--- src/rtl/multiply.sv ---
// Free-running signed sequential multiplier: samples a_in/b_in, runs a WIDTH-cycle
// shift-add over the operand magnitudes, then presents a signed product with a one-cycle ready strobe.
module multiply #(
   parameter int WIDTH  = 8,
   parameter int PWIDTH = 2*WIDTH - 1
) (
   input  logic                     clkin,
   input  logic                     rst_n,
   input  logic signed [WIDTH-1:0]  a_in,
   input  logic signed [WIDTH-1:0]  b_in,
   output logic                     ready,
   output logic                     sign,
   output logic signed [PWIDTH-1:0] product
);

   localparam int CW = $clog2(WIDTH + 1);

   typedef enum logic [1:0] {
      LOAD = 2'd0,
      CALC = 2'd1,
      DONE = 2'd2
   } state_t;

   state_t                 state, state_nxt;
   logic [2*WIDTH-1:0]     mcand_q;
   logic [2*WIDTH-1:0]     acc_q;
   logic [2*WIDTH-1:0]     acc_nxt;
   logic [WIDTH-1:0]       mplier_q;
   logic [CW-1:0]          cnt_q;
   logic                   neg_q;
   logic                   last_calc;

   // The most negative operand maps to 2^(WIDTH-1), which still fits the unsigned WIDTH-bit result.
   function automatic logic [WIDTH-1:0] magnitude(input logic [WIDTH-1:0] v);
      return v[WIDTH-1] ? (~v + 1'b1) : v;
   endfunction

   function automatic logic [PWIDTH-1:0] apply_sign(input logic [2*WIDTH-1:0] mag,
                                                    input logic            neg);
      logic [2*WIDTH-1:0] full;
      full = neg ? (~mag + 1'b1) : mag;
      return full[PWIDTH-1:0];
   endfunction

   assign acc_nxt   = acc_q + (mplier_q[0] ? mcand_q : '0);
   assign last_calc = (state == CALC) && (cnt_q == CW'(WIDTH - 1));

   always_ff @(posedge clkin or negedge rst_n) begin
      if (!rst_n) begin
         state <= LOAD;
      end else begin
         state <= state_nxt;
      end
   end

   always_comb begin
      state_nxt = state;
      ready     = 1'b0;
      case (state)
         LOAD:    state_nxt = CALC;
         CALC:    if (last_calc) state_nxt = DONE;
         DONE: begin
            ready     = 1'b1;
            state_nxt = LOAD;
         end
         default: state_nxt = LOAD;
      endcase
   end

   always_ff @(posedge clkin or negedge rst_n) begin
      if (!rst_n) begin
         mcand_q  <= '0;
         mplier_q <= '0;
         acc_q    <= '0;
         cnt_q    <= '0;
         neg_q    <= 1'b0;
         product  <= '0;
         sign     <= 1'b0;
      end else begin
         case (state)
            LOAD: begin
               mcand_q  <= {{WIDTH{1'b0}}, magnitude(a_in)};
               mplier_q <= magnitude(b_in);
               neg_q    <= a_in[WIDTH-1] ^ b_in[WIDTH-1];
               acc_q    <= '0;
               cnt_q    <= '0;
            end
            CALC: begin
               acc_q    <= acc_nxt;
               mcand_q  <= mcand_q << 1;
               mplier_q <= mplier_q >> 1;
               cnt_q    <= cnt_q + CW'(1);
               // A zero result is reported as positive whatever the operand signs were.
               if (last_calc) begin
                  product <= apply_sign(acc_nxt, neg_q);
                  sign    <= neg_q & (acc_nxt != '0);
               end
            end
            default: ;
         endcase
      end
   end

endmodule

--- config.mk ---
export PLATFORM = sky130hd
export DESIGN_NAME = multiply
export DESIGN_NICKNAME = d
export VERILOG_FILES = /design/src/rtl/multiply.sv
export SDC_FILE = /design/constraint.sdc
export NUM_CORES = 1
export LEC_CHECK = 0
export BUFFER_PORTS_ARGS = -buffer_cell sky130_fd_sc_hd__buf_2
export CAP_MARGIN = 20
export CORE_ASPECT_RATIO = 1.4
export CORE_MARGIN = 5
export CORE_UTILIZATION = 55
export CTS_CLUSTER_SIZE = 20
export DETAILED_ROUTE_END_ITERATION = 12
export HOLD_SLACK_MARGIN = 0.02
export PLACE_DENSITY = 0.74
export RECOVER_POWER = 25
export SLEW_MARGIN = 20
export SYNTH_ARGS = -nofsm -noshare
export SYNTH_HDL_FRONTEND = slang
export SYNTH_SLANG_ARGS = --single-unit
--- constraint.sdc ---
create_clock -name clkin -period 4.15 [get_ports clkin]
set_input_delay 0.83 -clock clkin [delete_from_list [all_inputs] [get_ports clkin]]
set_output_delay 0.83 -clock clkin [all_outputs]
set_load 0.02 [all_outputs]
==> results.cfg <==
[run_status]
status = finished with violations
violations = capacitance limit, slew limit

[worst_setup_path]
required_ns = 4.38
cp-end-kind = register
crit_fanout = 17
rr_worst_depth = 12
cp_cell_sequence = and2_1, ha_1, fa_1, a211oi_1, o31ai_1, a2111oi_0, buf_4, o21a_1, o211ai_1, or4_1, o311ai_1, nand2_1
slowest_stage = dfrtp_1
critPathMaxStageDelay_ns = 0.53
r2r_start = mplier_q[0]
worstSetupPathType = reg2reg
r2r-end = sign
reg2reg_slack_ns = 0.50
critPathLaunchType = register
crit_arrival_ns = 3.88

[die]
dieHeight_um = 110.9
die_x_um = 82.06
core_sq_mm = 0.007027
dieArea_sq_mm = 0.009098
boundaryPins = 35
start_util_pct = 56.89
fp-row-count = 36

[layout]
drive_above_1_share_pct = 14.20
final_net_count = 519
fillers = 652
stdcell_count = 581
final_util_pct = 62.25
n_antenna_cell = 0
area_growth_pct = 9.421

[detailed_routing]
vias = 3267
ant_nets = 0
drt_first_pass_iters = 4
drc_errors = 0
via_per_inst = 5.623
wl_mm = 8.241
post_drt_wl_per_cell_um = 14.18
dr.first_iter.drc_count = 217

[synth]
syn_nets = 498
synth_area_leader_cell = dfrtp_1
syn_inst = 460
synth-seq-cells = 63
synth_most_common_cell = nand2_1
seq_area_frac_synth_pct = 39.44
synthTopCellsByArea = dfrtp_1 (39%), o21ai_0 (7.3%), nand2_1 (7.0%), ha_1 (5.9%), xor2_1 (4.4%)
synth_ff_type = dfrtp_1
synthArstFlopShare_pct = 100.0
synth_top_area_share_pct = 39.44
avgSynthCellArea_sq_um = 8.690
ys_top_cells_by_count = nand2_1 (75), dfrtp_1 (63), o21ai_0 (58)
synth_area_sq_mm = 0.003998
synth-edff-count = 0
ys_warn_count = 0
ys_types = 56

[clock_network]
clk_pin_slew_ns = 0.07
post_cts.repair.setup_buffers = 0
ctsLongestPathBuffers = 2
cts_buffers = 9
cts_resized = 0
cts-root-buf = clkbuf_8
h-tree-depth = 3
cts_tree = built
clock_latency_ns = 0.35
ctsHoldBuffers = 0
numClockSinks = 63

[sta]
hold_viol_final = 0
fin_crit_sh_pct = 87.87
finalClockSkew_ns = 0.005805
fin_tns_setup_ns = 0
rsz0062_at_grt = no
slew_headroom_pct = -13.78
max_freq_mhz = 274.2
worst_pin_slew_ns = 1.707
setup_viol = 0
slew_viol_final = 33
period_needed_ns = 3.646

[grt]
grt_max_degree = 75
grt_pass1_wl_mm = 14.41
antenna_found_initial = 0
grt.total_usage_pct = 20.05
grt_overflow = 0
grt_pass1_vias = 3191

[hold_path]
hp-start = product[11]
hold_class = reg2reg
hold_depth = 2
worstHoldEndpoint = product[11]

[pwr]
ir_drop_mv = 0.2415
p_leak_nw = 2.056
p_per_area_mw_per_mm2 = 480.1

[place]
port_buffers = 34
routabilityCongestion = 0.8969
post-place-cells = 565
dp_hpwl_mm = 6.080

[job]
maxCapViolCount = 1
layout make-up:
type                            count  area, sq um  area share (%)
Tap cell                           95        118.9           2.717
Clock buffer                       12        155.1           3.547
Sequential cell                    63         1578           36.07
Multi-Input combinational cell    355         2247           51.37
Timing Repair Buffer               39        206.4           4.720
Clock inverter                      4        20.02          0.4577
Inverter                           13        48.80           1.116
routing by layer:
layer,part of all wire [%],track usage [%]
met4,2.0,9.424
met1,45,25.56
met5,0,0
met2,49,31.84
met3,4.3,4.146
metrics by stage:
step | hold slack, ns | power [W] | setup WS, ns | cell area, sq um
2_1_floorplan | 0.4488 | 0.001432 | 0.6712 | 3998
3_3_place_gp | 0.4562 | 0.001606 | 0.6177 | 4200
3_5_place_dp | 0.4650 | 0.001635 | 0.5338 | 4200
4_1_cts | 0.4790 | 0.002117 | 0.5169 | 4375
5_1_grt | 0.5007 | 0.002248 | 0.2718 | 4374
6_report | 0.4728 | 0.002100 | 0.5035 | 4374
how the worst max path moves through the flow:
stage,from,endpoint,slack [ns],cells past startpoint
floorplan,mplier_q[0],sign,0.67,12
global placement,mplier_q[0],sign,0.62,12
detailed placement,mplier_q[0],sign,0.53,12
CTS,mplier_q[0],sign,0.52,12
global route,mplier_q[0],sign,0.27,12
finish,mplier_q[0],sign,0.50,12
critical path, delay by kind of cell (launching register included):
kind	cells	cell delay, ns
adder cells (fa/ha/maj)	2	0.63
flip-flops	1	0.53
AO/OA/AOI/OAI	6	1.42
buffers and inverters	1	0.19
AND/OR/NAND/NOR	3	0.73
state kept, by name, indices dropped and copies added (netlist names):
| register | count |
|---|---|
| state | 2 |
| sign | 1 |
| cnt_q | 4 |
| mplier_q | 8 |
| neg_q | 1 |
| product | 15 |
| mcand_q | 16 |
| acc_q | 16 |
power by group:
group          total (W)  internal (W)  switching [W]
Clock           0.000479      0.000245       0.000234
Combinational   0.000806      0.000321       0.000485
Sequential      0.000815      0.000739      0.0000762
layout by cell type, fill, tap and decap left out, types with 2 or more instances in the layout:
| master | count |
|---|---|
| or2_2 | 3 |
| nor3_1 | 4 |
| o21ai_0 | 58 |
| or3_1 | 2 |
| nand2_1 | 75 |
| a21oi_1 | 27 |
| buf_2 | 33 |
| mux2i_1 | 6 |
| a22o_1 | 10 |
| ha_1 | 19 |
| o41ai_1 | 3 |
| a21o_1 | 3 |
| nand3_1 | 4 |
| xnor2_1 | 15 |
| clkbuf_8 | 11 |
| o31ai_1 | 9 |
| nand4_1 | 4 |
| a221oi_1 | 2 |
| nand2b_1 | 3 |
| clkinv_2 | 4 |
| a211oi_1 | 2 |
| buf_4 | 5 |
| inv_1 | 13 |
| o21a_1 | 4 |
| clkbuf_1 | 2 |
| xor2_1 | 20 |
| o211ai_1 | 2 |
| and2_1 | 16 |
| nor2b_1 | 6 |
| dfrtp_1 | 62 |
| nor2_1 | 32 |
cells by family after synthesis:
logic type | count (synthesis) | share of synthesized area, %
and+or+nand+nor | 159 | 19.25
AOI/OAI and AO/OA | 135 | 21.35
DFF | 63 | 39.44
buffers and inverters | 42 | 4.350
xor gates and xnor gates | 35 | 7.668
adders and majority gates | 20 | 6.448
muxes | 6 | 1.502
Power figures use the tool's default switching activity.
